===== src/rtl/seq_alu.sv =====
// seq_alu: registered WIDTH-bit ALU with stored Z/N/C/V flags behind a valid/ready handshake.
// Define SEQ_ALU_MUL_EN to build op 11 as a WIDTH-cycle shift-add multiply; otherwise op 11 is illegal.
module seq_alu #(
   parameter int WIDTH = 8
) (
   input  logic             clk,
   input  logic             rst_n,
   input  logic             in_valid,
   output logic             ready,
   input  logic [3:0]       alu_op,
   input  logic [1:0]       ra_field,
   input  logic             dec_ra,
   input  logic [WIDTH-1:0] operand_a,
   input  logic [WIDTH-1:0] operand_b,
   output logic [WIDTH-1:0] result,
   output logic [WIDTH-1:0] result_hi,
   output logic             z_flag,
   output logic             n_flag,
   output logic             c_flag,
   output logic             v_flag,
   output logic             flags_update,
   output logic             done
);

`ifdef SEQ_ALU_MUL_EN
   typedef enum logic [1:0] {IDLE, DONE, MUL} state_t;
`else
   typedef enum logic [0:0] {IDLE, DONE} state_t;
`endif

   state_t           state_q, state_d;
   logic [WIDTH-1:0] result_q, result_d, hi_q, hi_d;
   logic             z_q, z_d, n_q, n_d, c_q, c_d, v_q, v_d, fu_q, fu_d;

   logic [WIDTH-1:0] alu_res, add_x, add_y;
   logic [WIDTH:0]   sum;
   logic             add_ci, use_sum, upd_zn, alu_c, alu_v, alu_z, alu_n, alu_fu, is_mul;

   function automatic logic add_ovf(input logic signed [WIDTH-1:0] x,
                                    input logic signed [WIDTH-1:0] y,
                                    input logic signed [WIDTH-1:0] s);
      return (x[WIDTH-1] == y[WIDTH-1]) && (s[WIDTH-1] != x[WIDTH-1]);
   endfunction

   // Every subtract is a + ~y + carry-in, so C out is the "no borrow" flag directly.
   always_comb begin
      alu_res = result_q;
      alu_c   = c_q;
      alu_v   = v_q;
      alu_fu  = 1'b1;
      add_x   = '0;
      add_y   = '0;
      add_ci  = 1'b0;
      use_sum = 1'b0;
      upd_zn  = 1'b0;
      case (alu_op)
         4'd1: begin alu_res = operand_b; alu_fu = 1'b0; end
         4'd2: begin add_x = operand_a; add_y = operand_b; use_sum = 1'b1; end
         4'd3: begin add_x = operand_a; add_y = ~operand_b; add_ci = 1'b1; use_sum = 1'b1; end
         4'd4: begin alu_res = operand_a & operand_b; upd_zn = 1'b1; end
         4'd5: begin alu_res = operand_a | operand_b; upd_zn = 1'b1; end
         4'd6: begin
            case (ra_field)
               2'd0: begin
                  alu_res = {operand_b[WIDTH-2:0], c_q};
                  alu_c   = operand_b[WIDTH-1];
                  alu_v   = operand_b[WIDTH-1] ^ operand_b[WIDTH-2];
                  upd_zn  = 1'b1;
               end
               2'd1: begin
                  alu_res = {c_q, operand_b[WIDTH-1:1]};
                  alu_c   = operand_b[0];
                  alu_v   = operand_b[WIDTH-1] ^ c_q;
                  upd_zn  = 1'b1;
               end
               2'd2:    alu_c = 1'b1;
               default: alu_c = 1'b0;
            endcase
         end
         4'd8: begin
            if (dec_ra) begin
               add_x = operand_a; add_y = '1; use_sum = 1'b1;
            end else begin
               case (ra_field)
                  2'd0: begin alu_res = ~operand_b; upd_zn = 1'b1; end
                  2'd1: begin alu_res = ~operand_b + WIDTH'(1); upd_zn = 1'b1; end
                  2'd2: begin add_x = operand_b; add_ci = 1'b1; use_sum = 1'b1; end
                  default: begin add_x = operand_b; add_y = '1; use_sum = 1'b1; end
               endcase
            end
         end
         4'd9:  begin add_x = operand_a; add_y = operand_b; add_ci = c_q; use_sum = 1'b1; end
         4'd10: begin add_x = operand_a; add_y = ~operand_b; add_ci = c_q; use_sum = 1'b1; end
         default: alu_fu = 1'b0;
      endcase
      sum = {1'b0, add_x} + {1'b0, add_y} + {{WIDTH{1'b0}}, add_ci};
      if (use_sum) begin
         alu_res = sum[WIDTH-1:0];
         alu_c   = sum[WIDTH];
         alu_v   = add_ovf(add_x, add_y, sum[WIDTH-1:0]);
         upd_zn  = 1'b1;
      end
   end

   assign alu_z = upd_zn ? (alu_res == '0) : z_q;
   assign alu_n = upd_zn ? alu_res[WIDTH-1] : n_q;

`ifdef SEQ_ALU_MUL_EN
   localparam int CNT_W = $clog2(WIDTH);
   logic [2*WIDTH-1:0] prod_q, prod_d, prod_step;
   logic [WIDTH-1:0]   mcand_q, mcand_d;
   logic [CNT_W-1:0]   cnt_q, cnt_d;
   logic [WIDTH:0]     mul_sum;

   // Multiplier sits in the low half of prod and is consumed LSB-first as the sum shifts in.
   always_comb begin
      mul_sum   = {1'b0, prod_q[2*WIDTH-1:WIDTH]} + {1'b0, mcand_q};
      prod_step = prod_q[0] ? {mul_sum, prod_q[WIDTH-1:1]} : {1'b0, prod_q[2*WIDTH-1:1]};
   end
   assign is_mul = (alu_op == 4'd11);
`else
   assign is_mul = 1'b0;
`endif

   always_comb begin
      state_d  = state_q;
      result_d = result_q;
      hi_d     = hi_q;
      z_d      = z_q;
      n_d      = n_q;
      c_d      = c_q;
      v_d      = v_q;
      fu_d     = 1'b0;
`ifdef SEQ_ALU_MUL_EN
      prod_d   = prod_q;
      mcand_d  = mcand_q;
      cnt_d    = cnt_q;
`endif
      case (state_q)
         IDLE: begin
            if (in_valid) begin
               if (is_mul) begin
`ifdef SEQ_ALU_MUL_EN
                  state_d = MUL;
                  prod_d  = {{WIDTH{1'b0}}, operand_a};
                  mcand_d = operand_b;
                  cnt_d   = '0;
`endif
               end else begin
                  state_d  = DONE;
                  result_d = alu_res;
                  hi_d     = '0;
                  z_d      = alu_z;
                  n_d      = alu_n;
                  c_d      = alu_c;
                  v_d      = alu_v;
                  fu_d     = alu_fu;
               end
            end
         end
`ifdef SEQ_ALU_MUL_EN
         MUL: begin
            prod_d = prod_step;
            cnt_d  = cnt_q + CNT_W'(1);
            if (cnt_q == CNT_W'(WIDTH-1)) begin
               state_d  = DONE;
               result_d = prod_step[WIDTH-1:0];
               hi_d     = prod_step[2*WIDTH-1:WIDTH];
               z_d      = (prod_step == '0);
               n_d      = prod_step[2*WIDTH-1];
               c_d      = (prod_step[2*WIDTH-1:WIDTH] != '0);
               fu_d     = 1'b1;
            end
         end
`endif
         default: state_d = IDLE;
      endcase
   end

   always_ff @(posedge clk) begin
      if (!rst_n) begin
         state_q  <= IDLE;
         result_q <= '0;
         hi_q     <= '0;
         z_q      <= 1'b0;
         n_q      <= 1'b0;
         c_q      <= 1'b0;
         v_q      <= 1'b0;
         fu_q     <= 1'b0;
      end else begin
         state_q  <= state_d;
         result_q <= result_d;
         hi_q     <= hi_d;
         z_q      <= z_d;
         n_q      <= n_d;
         c_q      <= c_d;
         v_q      <= v_d;
         fu_q     <= fu_d;
      end
   end

`ifdef SEQ_ALU_MUL_EN
   always_ff @(posedge clk) begin
      prod_q  <= prod_d;
      mcand_q <= mcand_d;
      cnt_q   <= cnt_d;
   end
`endif

   assign ready        = (state_q == IDLE);
   assign done         = (state_q == DONE);
   assign result       = result_q;
   assign result_hi    = hi_q;
   assign z_flag       = z_q;
   assign n_flag       = n_q;
   assign c_flag       = c_q;
   assign v_flag       = v_q;
   assign flags_update = fu_q;

endmodule


===== config.mk =====
export PLATFORM = sky130hd
export DESIGN_NAME = seq_alu
export DESIGN_NICKNAME = d
export VERILOG_FILES = /design/src/rtl/seq_alu.sv
export SDC_FILE = /design/constraint.sdc
export NUM_CORES = 1
export LEC_CHECK = 0
export ABC_CLOCK_PERIOD_IN_PS = 4100
export BUFFER_PORTS_ARGS = -buffer_cell sky130_fd_sc_hd__buf_2
export CAP_MARGIN = 15
export CORE_MARGIN = 2
export CORE_UTILIZATION = 47
export DETAILED_ROUTE_END_ITERATION = 12
export GPL_TIMING_DRIVEN = 0
export PLACE_DENSITY = 0.75
export RECOVER_POWER = 50
export SLEW_MARGIN = 20
export SYNTH_ARGS = -nofsm -noshare
export SYNTH_HDL_FRONTEND = slang
export SYNTH_SLANG_ARGS = --single-unit

===== constraint.sdc =====
create_clock -name clk -period 4.1 [get_ports clk]
set_input_delay 0.615 -clock clk [delete_from_list [all_inputs] [get_ports clk]]
set_output_delay 0.615 -clock clk [all_outputs]
set_load 0.05 [all_outputs]

==> impl_metrics.csv <==
group,metric,value,unit
cts,ctsHoldBuffers,0,
global_routing,grtUsageMet1,36.2,%
timing,hold_viol,0,
timing,fmax,0.252,GHz
route,drt_iter0_drc,248,
status,status,"finished, final reports clean",
route,drc_errors,0,
cts,clk_pin_slew,0.05,ns
synth,synth_edf_count,0,
synth,synth_top_area_cell,"dfxtp_1",
global_routing,grt_pass1_wl,11200,um
cts,cts_sinks,14,
placed_design,dpl.hpwl,5490,um
power,max-vdd-ir-drop,0.134,mV
synth,ys_warn_count,0,
synth,ys_top_cells_by_area,"dfxtp_1 (12%), o21ai_0 (5.4%), nand2_1 (4.9%)",
placed_design,place.gp.congestion,0.976,
worst_setup_path,slowest_stage,"or4_4",
layout,multiInputGateArea,1860,sq um
layout,regArea,280,sq um
cts,cts-buffers-inserted,3,
synth,synth_ff_type,"dfxtp_1",
worst_setup_path,cpPeakStageDelay,0.49,ns
worst_setup_path,timing.rr.end,"z_flag",
layout,layout_commonest_cell,"nand2_1",
worst_setup_path,start_kind,"primary input",
synth,synth_cells,313,
synth,synth.yosys.seq_area_share,12.1,%
die,row_count,25,
global_routing,grt_usage,26.2,%
worst_hold_path,min_path_type,"reg2reg",
power,p_per_area,212,nW/um^2
cts,cts_buffer_depth,2,
die,coreArea,4720,sq um
synth,synth_seq_cells,14,
worst_hold_path,hold_start,"result[7]",
synth,synth_top_area_share,12.1,%
global_routing,grt_max_degree,20,
worst_setup_path,rr_worst_depth,12,
layout,final_layout_size_suffix_gt1_share,23.1,%
global_routing,grt_pass1_vias,2274,
timing,drv_slew,0,
placed_design,port_buffers,31,
route,avgRoutedWirePerCell,16.8,um
worst_setup_path,crit_chain,"buf_2 -> buf_6 -> buf_4 -> nand3b_1 -> a21oi_2 -> a21o_1 -> buf_4 -> buf_4 -> a22o_1 -> fa_2 -> a211oi_2 -> o21ba_2 -> o21ai_0 -> o31a_1 -> a21o_1 -> or4_4 -> o31ai_4",
global_routing,grt_antenna_before_repair,0,
route,routed_wl,7170,um
layout,fill_cells,472,
worst_setup_path,r2r-start,"c_flag",
worst_setup_path,r2r_slack,0.90,ns
layout,final_cell_mix,"nand2_1 (30), buf_2 (24), o21ai_0 (24)",
worst_setup_path,required,4.26,ns
worst_setup_path,critPathCaptureType,"flop",
die,ioPinCount,49,
power,leakage,1.10,nW
route,vias,2547,
worst_hold_path,hold_end,"result[7]",
worst_setup_path,critical-path-top-delay-family,"compound AO/OA/AOI/OAI gates",
synth,synthDistinctLibCells,68,
worst_setup_path,timing.critical_path.arrival,4.13,ns
timing,worst_slew_pin_slew,0.602,ns
cts,clkLatencyLatePin,0.24,ns
die,initial_utilization,49.0,%
global_routing,met2_usage,43.2,%
timing,setup_tns,0,ns
timing,finClkSkew,0.00118,ns
synth,synth.avg_cell_area,7.40,sq um
cts,htreeDepth,1,
timing,setup_viol,0,
timing,maxSlewHeadroom,60.0,%
flow_run,cap_violations,0,
timing,timing.hold.ws,0.488,ns
route,via_per_inst,5.96,
layout,antennaDiodeCount,0,
cts,cts_tree,"yes",
worst_setup_path,criticalPathCategory,"in2reg",
timing,period_share,97.0,%
route,first_pass_iters,5,
layout,finalNetCount,398,
layout,synthToLayoutAreaGrowth,17.5,%
worst_setup_path,critPathBufInv,5,
worst_setup_path,cpMostUsedCell,"buf_4",
worst_hold_path,holdPathStages,2,
synth,syn_area,2310,sq um
worst_setup_path,path_max_fanout,19,
route,antenna_left,0,
die,fp.dieH,74.2,um
die,dieWidth,74.2,um
global_routing,grt_use_met3,4.20,%
timing,fin_crit,3.98,ns
cts,cts_root_buf,"clkbuf_8",
die,dieArea,5500,sq um
global_routing,grt-busiest-layer,"met2",
global_routing,overflow,0,
synth,ys_async_sr_fraction,0,%
power,power,0.575,mW
power by group:
group	internal (mW)	total (mW)	leakage [nW]	switching, mW
clock network	0.0647	0.108	0.0216	0.0428
logic	0.115	0.314	0.961	0.199
registers	0.146	0.154	0.115	0.00819
per-stage QoR:
step / utilization (%) / setup WS, ns / instance area [sq um] / cells
after CTS: 56.1 / 0.00415 / 2650 / 421
after detailed placement: 54.6 / -0.659 / 2580 / 418
after global placement: 54.6 / -0.614 / 2580 / 418
after floorplan: - / 0.0887 / 2340 / 320
after global routing: 57.6 / -0.00425 / 2720 / 427
final: 57.6 / 0.125 / 2720 / 427
worst min-delay path, cell delays in order (launching register included):
cell     delay (ns)
dfxtp_1        0.32
nand2_1        0.06
a21oi_1        0.06
synth_stat cells, types with 3 or more instances:
cell type	count
a211oi_1	7
a21o_1	7
a21oi_1	22
a221oi_1	3
a22o_1	7
a22oi_1	3
a2bb2oi_1	3
a31oi_1	3
buf_2	8
buf_4	11
buf_6	4
clkbuf_1	11
dfxtp_1	14
ha_1	8
inv_1	8
mux2_2	3
mux2i_1	10
nand2_1	30
nand2b_1	5
nand3b_1	5
nor2_1	19
nor2b_1	7
nor3_1	6
nor3b_1	4
o211ai_1	10
o21a_1	4
o21ai_0	25
o21ai_1	3
o22ai_1	4
or4_1	3
xnor2_1	9
xor2_1	3
worst max path at each step:
| stage | slack (ns) | depth (start not counted) | from | to |
|---|---|---|---|---|
| after global routing | -0.004 | 17 | alu_op[0] | z_flag |
| after detailed placement | -0.66 | 18 | alu_op[0] | z_flag |
| after floorplan | 0.09 | 17 | alu_op[0] | z_flag |
| after CTS | 0.004 | 18 | alu_op[0] | z_flag |
| final | 0.12 | 17 | alu_op[0] | z_flag |
| after global placement | -0.61 | 18 | alu_op[0] | z_flag |
layout make-up:
class | count | area share, %
flip-flops and latches | 14 | 10.3
clock buffers | 3 | 1.52
inverters | 9 | 1.24
multi-input cells | 261 | 68.5
repair buffers | 41 | 7.82
plain buffers | 32 | 7.50
well taps | 67 | 3.08
repair_timing:
item / 4_1_cts / 5_1_grt
hold endpoints to repair: 0 / 0
gates resized for setup: 9 / 8
pin swaps: 2 / 8
buffers inserted: 1 / 9
setup endpoints to repair: 1 / 1
sequential cells by signal (all words and copies together), names as in the netlist:
signal        count
n_flag            1
done              1
z_flag            1
result            8
c_flag            1
v_flag            1
flags_update      1
kinds of logic after synthesis:
family                     count (synthesis)  synth area share, %
DFF                                       14                 12.1
and+or+nand+nor                           98                 24.9
buffers and inverters                     45                 10.8
xor gates and xnor gates                  12                 4.54
other                                      1                0.162
AOI/OAI and AO/OA                        120                 35.7
adders and majority gates                 10                 6.05
muxes                                     13                 5.78
routing by layer:
metal  vias up  share of wire, %
li1       1243                 -
met1      1190                44
met2       106                47
met3         8               7.2
met4         0               1.5
met5         -                 0
Note: power is estimated with default switching activity, not from simulation.
